## config.mk

```make
export PLATFORM = sky130hd
export DESIGN_NAME = dot_product_sequencer
export DESIGN_NICKNAME = d
export VERILOG_FILES = /design/src/rtl/dot_product_pkg.sv /design/src/rtl/dps_acc_port.sv /design/src/rtl/dot_product_sequencer.sv
export SDC_FILE = /design/constraint.sdc
export NUM_CORES = 1
export LEC_CHECK = 0
export CORE_MARGIN = 1.5
export CORE_UTILIZATION = 55
export CTS_CLUSTER_DIAMETER = 30
export DETAILED_ROUTE_END_ITERATION = 6
export HOLD_SLACK_MARGIN = 0.03
export PLACE_DENSITY = 0.84
export SYNTH_ARGS = -nofsm -noshare
export SYNTH_HDL_FRONTEND = slang
export SYNTH_SLANG_ARGS = --single-unit
```

## constraint.sdc

```tcl
create_clock -name clk -period 9.02 [get_ports clk]
set_clock_uncertainty 0.1 [all_clocks]
set_input_delay 1.353 -clock clk [delete_from_list [all_inputs] [get_ports clk]]
set_output_delay 1.353 -clock clk [all_outputs]
set_load 0.01 [all_outputs]
```

## src/rtl/dot_product_pkg.sv

```systemverilog
// Shared register map, FSM encoding and batch size for the dot-product sequencer and accelerator.
package dot_product_pkg;

    localparam int unsigned DefaultBatch = 16;

    localparam logic [7:0] HostControl  = 8'h00;
    localparam logic [7:0] HostLength   = 8'h04;
    localparam logic [7:0] HostSrcA     = 8'h08;
    localparam logic [7:0] HostSrcB     = 8'h0C;
    localparam logic [7:0] HostResultLo = 8'h10;
    localparam logic [7:0] HostResultHi = 8'h14;
    localparam logic [7:0] HostBatches  = 8'h18;

    localparam logic [7:0] AccControl  = 8'h00;
    localparam logic [7:0] AccLength   = 8'h04;
    localparam logic [7:0] AccResultLo = 8'h08;
    localparam logic [7:0] AccResultHi = 8'h0C;
    localparam logic [7:0] AccBufA     = 8'h10;
    localparam logic [7:0] AccBufB     = 8'h50;

    typedef enum logic [3:0] {
        StIdle,
        StSetLen,
        StLoadA,
        StLoadB,
        StKick,
        StPoll,
        StRdLo,
        StRdHi,
        StAccum,
        StFinish
    } state_e;

    function automatic logic [7:0] buf_addr(input logic [7:0] base, input logic [7:0] idx);
        return base + (idx << 2);
    endfunction

endpackage

```

## src/rtl/dps_acc_port.sv

```systemverilog
// One-shot accelerator access generator: each access strobes acc_valid for a single cycle and is
// always followed by an idle cycle. An access not accepted by acc_ready is retried after the gap.
module dps_acc_port (
    input  logic        clk,
    input  logic        reset_n,
    input  logic        abort,
    input  logic        req,
    input  logic        req_write,
    input  logic [7:0]  req_addr,
    input  logic [31:0] req_wdata,
    output logic        done,
    output logic [31:0] rdata,
    output logic        acc_valid,
    output logic        acc_write,
    output logic [7:0]  acc_addr,
    output logic [31:0] acc_wdata,
    input  logic [31:0] acc_rdata,
    input  logic        acc_ready
);

    always_ff @(posedge clk) begin
        if (!reset_n) begin
            acc_valid <= 1'b0;
            acc_write <= 1'b0;
            acc_addr  <= '0;
            acc_wdata <= '0;
        end else if (abort || acc_valid) begin
            // Dropping valid here is what creates the mandatory idle cycle.
            acc_valid <= 1'b0;
            acc_write <= 1'b0;
        end else if (req) begin
            acc_valid <= 1'b1;
            acc_write <= req_write;
            acc_addr  <= req_addr;
            acc_wdata <= req_wdata;
        end
    end

    assign done  = acc_valid && acc_ready;
    assign rdata = acc_rdata;

endmodule

```

## src/rtl/dot_product_sequencer.sv

```systemverilog
// Host-programmed sequencer that streams vectors A and B from memory into the dot-product
// accelerator in batches and accumulates the signed 64-bit batch results.
module dot_product_sequencer
    import dot_product_pkg::*;
#(
    parameter int unsigned BATCH = DefaultBatch,
    parameter int unsigned LEN_W = 16
) (
    input  logic        clk,
    input  logic        reset_n,
    input  logic        valid,
    input  logic        write,
    input  logic [7:0]  addr,
    input  logic [31:0] wdata,
    output logic [31:0] rdata,
    output logic        ready,
    output logic        mem_valid,
    output logic [31:0] mem_addr,
    input  logic [31:0] mem_rdata,
    input  logic        mem_ready,
    output logic        acc_valid,
    output logic        acc_write,
    output logic [7:0]  acc_addr,
    output logic [31:0] acc_wdata,
    input  logic [31:0] acc_rdata,
    input  logic        acc_ready,
    output logic        irq
);

    state_e           state_q;
    logic             busy_q, done_q, irq_q;
    logic [LEN_W-1:0] length_q, remaining_q, idx_q;
    logic [31:0]      src_a_q, src_b_q, batches_q, lo_q, data_q, mem_addr_q;
    logic [63:0]      result_q, batch_q;
    logic             mem_valid_q, data_vld_q;

    logic             host_wr, start, abort, last_elem;
    logic [LEN_W-1:0] n_cur;
    logic [31:0]      n_bytes, fetch_addr;
    logic             acc_req, acc_req_write, acc_done;
    logic [7:0]       acc_req_addr;
    logic [31:0]      acc_req_wdata, acc_rd;

    assign host_wr    = valid && write;
    assign start      = host_wr && (addr == HostControl) && wdata[0];
    assign abort      = host_wr && (addr == HostControl) && wdata[1];
    assign n_cur      = (remaining_q > LEN_W'(BATCH)) ? LEN_W'(BATCH) : remaining_q;
    assign n_bytes    = 32'(n_cur) << 2;
    assign last_elem  = (idx_q == n_cur - LEN_W'(1));
    assign fetch_addr = ((state_q == StLoadA) ? src_a_q : src_b_q) + (32'(idx_q) << 2);

    always_comb begin
        acc_req       = 1'b0;
        acc_req_write = 1'b1;
        acc_req_addr  = '0;
        acc_req_wdata = '0;
        case (state_q)
            StSetLen: begin
                acc_req       = 1'b1;
                acc_req_addr  = AccLength;
                acc_req_wdata = 32'(n_cur);
            end
            StLoadA, StLoadB: begin
                acc_req       = data_vld_q;
                acc_req_addr  = buf_addr((state_q == StLoadA) ? AccBufA : AccBufB, 8'(idx_q));
                acc_req_wdata = data_q;
            end
            StKick: begin
                acc_req       = 1'b1;
                acc_req_addr  = AccControl;
                acc_req_wdata = 32'd1;
            end
            StPoll, StRdLo, StRdHi: begin
                acc_req       = 1'b1;
                acc_req_write = 1'b0;
                acc_req_addr  = (state_q == StPoll) ? AccControl :
                                (state_q == StRdLo) ? AccResultLo : AccResultHi;
            end
            default: ;
        endcase
    end

    always_ff @(posedge clk) begin
        if (!reset_n) begin
            state_q     <= StIdle;
            busy_q      <= 1'b0;
            done_q      <= 1'b0;
            irq_q       <= 1'b0;
            length_q    <= '0;
            remaining_q <= '0;
            idx_q       <= '0;
            src_a_q     <= '0;
            src_b_q     <= '0;
            batches_q   <= '0;
            lo_q        <= '0;
            data_q      <= '0;
            mem_addr_q  <= '0;
            result_q    <= '0;
            batch_q     <= '0;
            mem_valid_q <= 1'b0;
            data_vld_q  <= 1'b0;
        end else begin
            irq_q <= 1'b0;
            if (host_wr && !busy_q) begin
                case (addr)
                    HostLength: length_q <= wdata[LEN_W-1:0];
                    HostSrcA:   src_a_q  <= wdata;
                    HostSrcB:   src_b_q  <= wdata;
                    default: ;
                endcase
            end
            // Abort wins over any handshake completing in the same cycle.
            if (abort) begin
                state_q     <= StIdle;
                busy_q      <= 1'b0;
                done_q      <= 1'b0;
                mem_valid_q <= 1'b0;
                data_vld_q  <= 1'b0;
                idx_q       <= '0;
            end else begin
                case (state_q)
                    StIdle: if (start) begin
                        result_q    <= '0;
                        batches_q   <= '0;
                        done_q      <= 1'b0;
                        busy_q      <= 1'b1;
                        remaining_q <= length_q;
                        idx_q       <= '0;
                        state_q     <= (length_q == '0) ? StFinish : StSetLen;
                    end
                    StSetLen: if (acc_done) state_q <= StLoadA;
                    StLoadA, StLoadB: begin
                        if (!data_vld_q && !mem_valid_q) begin
                            mem_valid_q <= 1'b1;
                            mem_addr_q  <= fetch_addr;
                        end
                        if (mem_valid_q && mem_ready) begin
                            mem_valid_q <= 1'b0;
                            data_q      <= mem_rdata;
                            data_vld_q  <= 1'b1;
                        end
                        if (acc_done) begin
                            data_vld_q <= 1'b0;
                            if (last_elem) begin
                                idx_q   <= '0;
                                state_q <= (state_q == StLoadA) ? StLoadB : StKick;
                            end else begin
                                idx_q <= idx_q + LEN_W'(1);
                            end
                        end
                    end
                    StKick: if (acc_done) state_q <= StPoll;
                    StPoll: if (acc_done && !acc_rd[0]) state_q <= StRdLo;
                    StRdLo: if (acc_done) begin
                        lo_q    <= acc_rd;
                        state_q <= StRdHi;
                    end
                    StRdHi: if (acc_done) begin
                        batch_q <= {acc_rd, lo_q};
                        state_q <= StAccum;
                    end
                    StAccum: begin
                        result_q    <= result_q + batch_q;
                        remaining_q <= remaining_q - n_cur;
                        src_a_q     <= src_a_q + n_bytes;
                        src_b_q     <= src_b_q + n_bytes;
                        batches_q   <= batches_q + 32'd1;
                        state_q     <= (remaining_q != n_cur) ? StSetLen : StFinish;
                    end
                    StFinish: begin
                        busy_q  <= 1'b0;
                        done_q  <= 1'b1;
                        irq_q   <= 1'b1;
                        state_q <= StIdle;
                    end
                    default: state_q <= StIdle;
                endcase
            end
        end
    end

    dps_acc_port u_acc_port (
        .clk       (clk),
        .reset_n   (reset_n),
        .abort     (abort),
        .req       (acc_req),
        .req_write (acc_req_write),
        .req_addr  (acc_req_addr),
        .req_wdata (acc_req_wdata),
        .done      (acc_done),
        .rdata     (acc_rd),
        .acc_valid (acc_valid),
        .acc_write (acc_write),
        .acc_addr  (acc_addr),
        .acc_wdata (acc_wdata),
        .acc_rdata (acc_rdata),
        .acc_ready (acc_ready)
    );

    always_comb begin
        rdata = '0;
        case (addr)
            HostControl:  rdata = {30'd0, done_q, busy_q};
            HostLength:   rdata = 32'(length_q);
            HostSrcA:     rdata = src_a_q;
            HostSrcB:     rdata = src_b_q;
            HostResultLo: rdata = result_q[31:0];
            HostResultHi: rdata = result_q[63:32];
            HostBatches:  rdata = batches_q;
            default: ;
        endcase
    end

    assign ready     = valid;
    assign mem_valid = mem_valid_q;
    assign mem_addr  = mem_addr_q;
    assign irq       = irq_q;

endmodule

```

==> results.py, run 1 <==
metrics = {
    "min_path": {
        "min_path_cells": 2,
        "min_path_type": "register to register",
        "hold_path_end": "u_acc_port.acc_addr[3]",
        "timing.hold.worst.start": "u_acc_port.acc_addr[3]",
    },
    "route": {
        "remaining_design_rule_violation_count": 0,
        "first_iter_violations": 2543,
        "first_pass_drt_iterations": 6,
        "routedWlPerCell_um": 20.5,
        "post_route_met1_wirelength_mm": 33.9,
        "post_drt_via_cell_ratio": 6.26,
        "num_vias": 24800,
        "met3_wirelength_mm": 7.87,
        "highest_layer": "met4",
        "drt.antenna.violating_nets": 0,
        "wl_met2_mm": 36.1,
        "finalWirelength_mm": 81.2,
    },
    "setup_path": {
        "setup.reg_to_reg.worst_slack_ns": 2.99,
        "cpPeakStageDelay_ns": 1.19,
        "cpMaxStageDelayCell": "sky130_fd_sc_hd__nor3b_2",
        "crit_type": "input pin to output pin",
        "worst_r2r_path_depth": 15,
        "timing.rr.end": "mem_addr[23]",
        "timing.critical_path.fanout_max": 18,
        "path_cells": "clkdlybuf4s50_1 > or4_1 > nor2_1 > nand2_1 > nor3b_2 > nand2_1 > o221ai_1 > clkdlybuf4s50_1",
        "cp_launch_type": "input pin",
        "endpoint_kind": "output pin",
        "cp.required_ns": 7.57,
        "timing.critical_path.arrival_ns": 5.19,
        "worst_r2r_startpoint": "state_q[1]",
    },
    "final_layout": {
        "finish.cell_count_without_fillers": 3959,
        "antenna-diode-count": 0,
        "finalInstanceArea_um2": 30100,
        "area.growth.synth_to_final_pct": 24.3,
        "post_route_cells_drive_above_1_share_pct": 7.14,
        "num-nets-final": 3527,
        "fillers": 3371,
    },
    "placed_design": {
        "post-place-cells": 3785,
        "gp_congestion": 0.977,
        "detailed_placer_s_ending_hpwl_mm": 57.8,
        "postPlaceCellArea_um2": 26700,
        "port-buffer-count": 216,
    },
    "clocking": {
        "clk_latency_ns": 0.64,
        "number_of_cts_inserted_buffers": 94,
        "cts_tree": "built",
        "cts-root-buf": "sky130_fd_sc_hd__clkbuf_16",
        "cts_hold_repair.buffers": 0,
        "numClockSinks": 417,
        "ctsResizeCount": 0,
        "cts_htree_levels": 3,
        "postCtsSetupRepairBufs": 0,
        "clk_path_buf_depth": 3,
        "cts.clk_slew.worst_paths_ns": 0.05,
    },
    "power_and_ir_drop": {
        "power.static_leakage_nw": 11.8,
        "post-layout-total-power_w": 0.00743,
        "vdd.ir_drop.worst_v": 0.000164,
        "power_per_cell_area_nw_per_um2": 247,
    },
    "timing": {
        "timing.max_slew.rel_slack_pct": 13.8,
        "final-setup-viol-count": 0,
        "worst_pin_slew_ns": 1.29,
        "min_period_over_period_pct": 73.6,
        "setup_total_negative_slack_ns": 0,
        "setup_repair_after_global_routing_missed_its_margin": "no",
        "max_freq_mhz": 151,
        "final_max_slew_viol_count": 0,
        "timing.final.hold_violations": 0,
        "period_minus_slack_ns": 6.64,
    },
    "yosys": {
        "synth.avg_cell_area_um2": 7.73,
        "ys_warn_count": 0,
        "synth.ff_latch_count": 417,
        "share_of_the_synthesized_area_in_the_top_cell_type_pct": 34.5,
        "seq_area_frac_synth_pct": 34.5,
        "post_synth_main_area_contributors": "sky130_fd_sc_hd__dfxtp_1 34%, sky130_fd_sc_hd__nand2_1 9.6%, sky130_fd_sc_hd__a21oi_1 7.0%",
        "netlist.top_cell.by_area": "sky130_fd_sc_hd__dfxtp_1",
        "synthesis.instances": 3131,
        "unique_masters_post_synth": 82,
        "asyncSetResetFlopFracSynth_pct": 0,
        "ys_dominant_reg_cell": "sky130_fd_sc_hd__dfxtp_1",
        "synth_common_cells": "617 x sky130_fd_sc_hd__nand2_1, 417 x sky130_fd_sc_hd__dfxtp_1, 337 x sky130_fd_sc_hd__a21oi_1",
        "yosys.cell_count.top_type": "sky130_fd_sc_hd__nand2_1",
        "mappedNetlistArea_um2": 24200,
        "synth_edf_count": 0,
    },
    "global_routing": {
        "globalRoute.totalOverflow": 0,
        "grt_max_degree": 106,
        "grt.total_usage_pct": 35.3,
        "antenna_violations_before_repair": 1,
        "grt_pass1_vias": 23500,
        "global_route_wire_length_before_repair_mm": 127,
    },
    "floorplanning": {
        "floorplan.core_area_um2": 43300,
        "floorplan.die_area_um2": 45300,
        "initial_core_util_pct": 55.9,
        "die_h_um": 213,
        "dieWidth_um": 213,
        "boundaryPins": 219,
        "num_rows": 76,
    },
    "run_status": {
        "run_status": "finished clean",
    },
    "run": {
        "max-cap-violations": 0,
    },
}
==> metal layers <==
metal,vias up,GRT usage (%)
met3,213,7.53
met5,-,0
met1,11800,46.4
met4,0,17.2
met2,1274,55.0
li1,11500,-
==> through the flow <==
step / hold WS [ns] / util, % / setup slack (ns)
5_1_grt: 0.366 / 69.5 / 2.26
3_3_place_gp: 0.328 / 61.6 / 2.61
4_1_cts: 0.345 / 69.5 / 2.49
6_report: 0.345 / 69.5 / 2.38
2_1_floorplan: 0.332 / - / 4.29
3_5_place_dp: 0.336 / 61.6 / 2.52
==> critical path, delay by kind of cell <==
| kind | cells | cell delay, ns |
|---|---|---|
| buffers and inverters | 2 | 1.04 |
| AOI/OAI and AO/OA | 1 | 0.21 |
| and+or+nand+nor | 5 | 2.56 |
==> cell families (layout without fill, tap and decap cells) <==
group	count (synthesis)	after routing	share of synthesized area, %
AND/OR/NAND/NOR	1208	1208	22.0
AO/OA/AOI/OAI	891	891	23.7
flip-flops	417	417	34.5
buffers and inverters	250	470	4.00
XOR/XNOR	131	131	4.74
adder cells (fa/ha/maj)	121	121	6.38
multiplexers	111	111	4.64
other	2	25	0.0310
==> power by group <==
part | total [W] | internal (W) | switching, W | leakage [nW]
logic | 0.00169 | 0.000605 | 0.00109 | 6.77
clock network | 0.00365 | 0.00250 | 0.00115 | 1.64
registers | 0.00209 | 0.00194 | 0.000148 | 3.36
==> flip-flops by register name, indices dropped and copies added (netlist names), 4 cells and up <==
signal and flops:
remaining_q 16, u_acc_port.acc_addr 6, src_a_q 32, u_acc_port.acc_wdata 32, batch_q 64, length_q 16, state_q 4, batches_q 32
src_b_q 32, lo_q 32, idx_q 16, result_q 64, data_q 32, mem_addr 32
==> cell usage in the layout (no fill, tap or decap), types with 18 or more instances in the layout <==
| master | synthesis | final |
|---|---|---|
| sky130_fd_sc_hd__nor4_1 | 25 | 23 |
| sky130_fd_sc_hd__a21oi_1 | 337 | 337 |
| sky130_fd_sc_hd__xor2_1 | 71 | 71 |
| sky130_fd_sc_hd__nor2_1 | 244 | 243 |
| sky130_fd_sc_hd__or3_1 | 31 | 31 |
| sky130_fd_sc_hd__clkdlybuf4s50_1 | 0 | 215 |
| sky130_fd_sc_hd__inv_1 | 53 | 52 |
| sky130_fd_sc_hd__a22o_1 | 21 | 21 |
| sky130_fd_sc_hd__xnor2_1 | 60 | 60 |
| sky130_fd_sc_hd__a31oi_1 | 19 | 19 |
| sky130_fd_sc_hd__o221ai_1 | 36 | 36 |
| sky130_fd_sc_hd__clkbuf_16 | 0 | 97 |
| sky130_fd_sc_hd__nor3_1 | 54 | 53 |
| sky130_fd_sc_hd__o21ai_0 | 136 | 136 |
| sky130_fd_sc_hd__o21bai_1 | 21 | 21 |
| sky130_fd_sc_hd__dfxtp_1 | 417 | 417 |
| sky130_fd_sc_hd__a22oi_1 | 29 | 29 |
| sky130_fd_sc_hd__buf_4 | 5 | 27 |
| sky130_fd_sc_hd__o211ai_1 | 18 | 18 |
| sky130_fd_sc_hd__nand2_1 | 617 | 616 |
| sky130_fd_sc_hd__a211oi_1 | 54 | 54 |
| sky130_fd_sc_hd__a21o_1 | 55 | 55 |
| sky130_fd_sc_hd__ha_1 | 117 | 117 |
| sky130_fd_sc_hd__nand3_1 | 87 | 87 |
| sky130_fd_sc_hd__mux2i_1 | 102 | 102 |
| sky130_fd_sc_hd__and3_1 | 36 | 36 |
| sky130_fd_sc_hd__o21a_1 | 45 | 45 |
| sky130_fd_sc_hd__conb_1 | 2 | 25 |
==> layout make-up <==
cell class	instances	area (um2)	area share [%]
Inverter	54	210	0.699
Clock inverter	57	767	2.55
Multi-Input combinational cell	2487	15000	49.9
Timing Repair Buffer	242	2350	7.83
Tap cell	585	732	2.43
Clock buffer	117	2640	8.79
Sequential cell	417	8350	27.8
==> worst max path at each step <==
stage / from / to / slack, ns / depth (start not counted)
2_1_floorplan: addr[1] / rdata[17] / 4.29 / 7
3_3_place_gp: addr[1] / rdata[1] / 2.61 / 8
3_5_place_dp: addr[1] / rdata[1] / 2.52 / 8
4_1_cts: addr[1] / rdata[1] / 2.49 / 8
5_1_grt: addr[1] / rdata[0] / 2.26 / 8
6_report: addr[1] / rdata[0] / 2.38 / 8
Power figures use the tool's default switching activity.
==> inputs of run 2 (changes only) <==
--- a/config.mk
+++ b/config.mk
@@ -6,7 +6,7 @@
 export NUM_CORES = 1
 export LEC_CHECK = 0
 export CORE_MARGIN = 1.5
-export CORE_UTILIZATION = 55
+export CORE_UTILIZATION = 53
 export CTS_CLUSTER_DIAMETER = 30
 export DETAILED_ROUTE_END_ITERATION = 6
 export HOLD_SLACK_MARGIN = 0.03
==> constraint.sdc (replaced) <==
create_clock -name clk -period 6.1 [get_ports clk]
set_clock_uncertainty 0.1 [all_clocks]
set_input_delay 0.915 -clock clk [delete_from_list [all_inputs] [get_ports clk]]
set_output_delay 0.915 -clock clk [all_outputs]
set_load 0.01 [all_outputs]
==> run 2 against run 1 <==
  * Global-route usage decreased by 2.1 points
  * Flip-flop and latch count unchanged
  * Critical endpoint is now src_a_q[30]
  * Via count fell by 0.17%
  * First-iteration DRC count increased by 17%
  * Largest cell class unchanged
  * Wire length is 1.7% lower
  * Cell area decreased by 0.12%
  * Final cell count rose by 0.58%
  * Clock power up 42%
  * Highest routed layer unchanged
==> results.py, run 2 (same netlist as run 1, synthesis figures left out) <==
metrics = {
    "final_layout": {
        "area.growth.synth_to_final_pct": 24.1,
        "fillers": 3650,
        "register_area_um2": 8350,
        "num-nets-final": 3538,
        "post_route_cells_drive_above_1_share_pct": 7.33,
        "layout_commonest_cell": "sky130_fd_sc_hd__nand2_1",
        "final_cell_mix": "616 x sky130_fd_sc_hd__nand2_1, 417 x sky130_fd_sc_hd__dfxtp_1, 337 x sky130_fd_sc_hd__a21oi_1",
        "finish.cell_count_without_fillers": 3982,
        "multi_input_area_um2": 15000,
        "antenna-diode-count": 0,
        "reg.largest.list": "batch_q: 64 flops, result_q: 64 flops",
    },
    "timing": {
        "timing.max_slew.rel_slack_pct": 21.0,
        "whs_ns": 0.344,
        "min_period_over_period_pct": 87.5,
        "period_minus_slack_ns": 5.34,
        "worst_pin_slew_ns": 1.18,
        "final-setup-viol-count": 0,
        "setup_total_negative_slack_ns": 0,
        "final_max_slew_viol_count": 0,
        "max_freq_mhz": 187,
        "timing.final.hold_violations": 0,
        "setup_repair_after_global_routing_missed_its_margin": "no",
    },
    "placed_design": {
        "port-buffer-count": 216,
        "gp_congestion": 1.01,
        "detailed_placer_s_ending_hpwl_mm": 55.2,
        "post-place-cells": 3813,
    },
    "floorplanning": {
        "dieWidth_um": 217,
        "floorplan.core_area_um2": 45200,
        "floorplan.die_area_um2": 47000,
        "initial_core_util_pct": 53.6,
        "die_h_um": 217,
        "boundaryPins": 219,
        "num_rows": 78,
    },
    "setup_path": {
        "cpMaxStageDelayCell": "sky130_fd_sc_hd__or4_1",
        "cpPeakStageDelay_ns": 0.75,
        "worst_r2r_startpoint": "remaining_q[5]",
        "cp_launch_type": "register",
        "cp.required_ns": 6.56,
        "timing.critical_path.fanout_max": 11,
        "timing.critical_path.buf_inv": 2,
        "timing.critical_path.max_delay_family": "compound AO/OA/AOI/OAI gates",
        "endpoint_kind": "register",
        "timing.critical_path.arrival_ns": 5.80,
        "path_cells": "or4_1 > a2111oi_4 > nand2_1 > inv_1 > ha_1 > inv_1 > fa_1 > nor2b_1 > o21ai_0 > a21boi_0 > o21ai_0 > a21boi_0 > o2111ai_1 > a31oi_1 > o311ai_0 > or3_1 > a31oi_1",
        "critPathLaunch": "remaining_q[5]",
        "crit_type": "register to register",
    },
    "route": {
        "first_iter_violations": 2977,
        "finalWirelength_mm": 79.8,
        "drt.antenna.violating_nets": 0,
        "post_drt_via_cell_ratio": 6.21,
        "num_vias": 24700,
        "routedWlPerCell_um": 20.0,
        "remaining_design_rule_violation_count": 0,
        "first_pass_drt_iterations": 6,
    },
    "clocking": {
        "postCtsSetupRepairBufs": 0,
        "numClockSinks": 417,
        "cts_hold_repair.buffers": 0,
        "cts_htree_levels": 3,
        "cts_tree": "built",
        "number_of_cts_inserted_buffers": 92,
        "ctsResizeCount": 0,
        "cts.clk_slew.worst_paths_ns": 0.05,
        "clk_path_buf_depth": 3,
        "clk_latency_ns": 0.64,
        "cts-root-buf": "sky130_fd_sc_hd__clkbuf_16",
    },
    "global_routing": {
        "antenna_violations_before_repair": 0,
        "globalRoute.totalOverflow": 0,
        "global_route_wire_length_before_repair_mm": 125,
        "grt.total_usage_pct": 33.2,
        "grt_max_degree": 141,
        "grt_pass1_vias": 23000,
    },
    "min_path": {
        "min_path_type": "register to register",
        "timing.hold.worst.start": "lo_q[9]",
    },
    "power_and_ir_drop": {
        "power_per_cell_area_nw_per_um2": 360,
        "vdd.ir_drop.worst_v": 0.000231,
        "post-layout-total-power_w": 0.0108,
        "power.static_leakage_nw": 11.7,
    },
    "run": {
        "max-cap-violations": 0,
    },
    "run_status": {
        "run_status": "finished clean",
    },
}
-- run 2: through the flow --
stage	worst slack, ns	utilization [%]	instance area, um2
final	0.762	66.5	30000
after global routing	0.192	66.5	30000
after CTS	0.863	66.5	30000
after detailed placement	0.906	59.3	26800
after global placement	1.05	59.3	26800
after floorplan	1.55	-	24300
-- run 2: worst paths after layout --
check                                   end  slack (ns)  depth (start not counted)
worst min-delay path             batch_q[9]        0.34                          2
worst max register to register  src_a_q[30]        0.76                         17
worst min register to register   batch_q[9]        0.34                          2
worst max-delay path            src_a_q[30]        0.76                         17
-- run 2: final cells by class --
type,instances,area share [%]
Inverter,54,0.700
Clock inverter,60,2.61
Tap cell,600,2.50
Timing Repair Buffer,255,8.16
Sequential cell,417,27.8
Multi-Input combinational cell,2487,50.0
Clock buffer,109,8.25
-- run 2: power by group --
part	total [W]	leakage [nW]	switching [W]	internal, W
logic	0.00256	6.83	0.00164	0.000914
clock network	0.00519	1.56	0.00171	0.00348
registers	0.00306	3.36	0.000191	0.00287
total	0.0108	11.7	0.00355	0.00726
-- run 2: layer usage --
layer / share of wire (%) / up-vias / GRT usage (%)
li1: - / 11600 / -
met1: 40 / 11600 / 42.5
met2: 43 / 1338 / 50.3
met3: 11 / 255 / 9.00
met4: 5.8 / 0 / 18.9
met5: 0 / - / 0
-- run 2: tightest hold or removal path, stage by stage, from the launching register on --
cell and delay, ns:
sky130_fd_sc_hd__dfxtp_1 0.30, sky130_fd_sc_hd__nand2_1 0.05, sky130_fd_sc_hd__a21oi_1 0.05
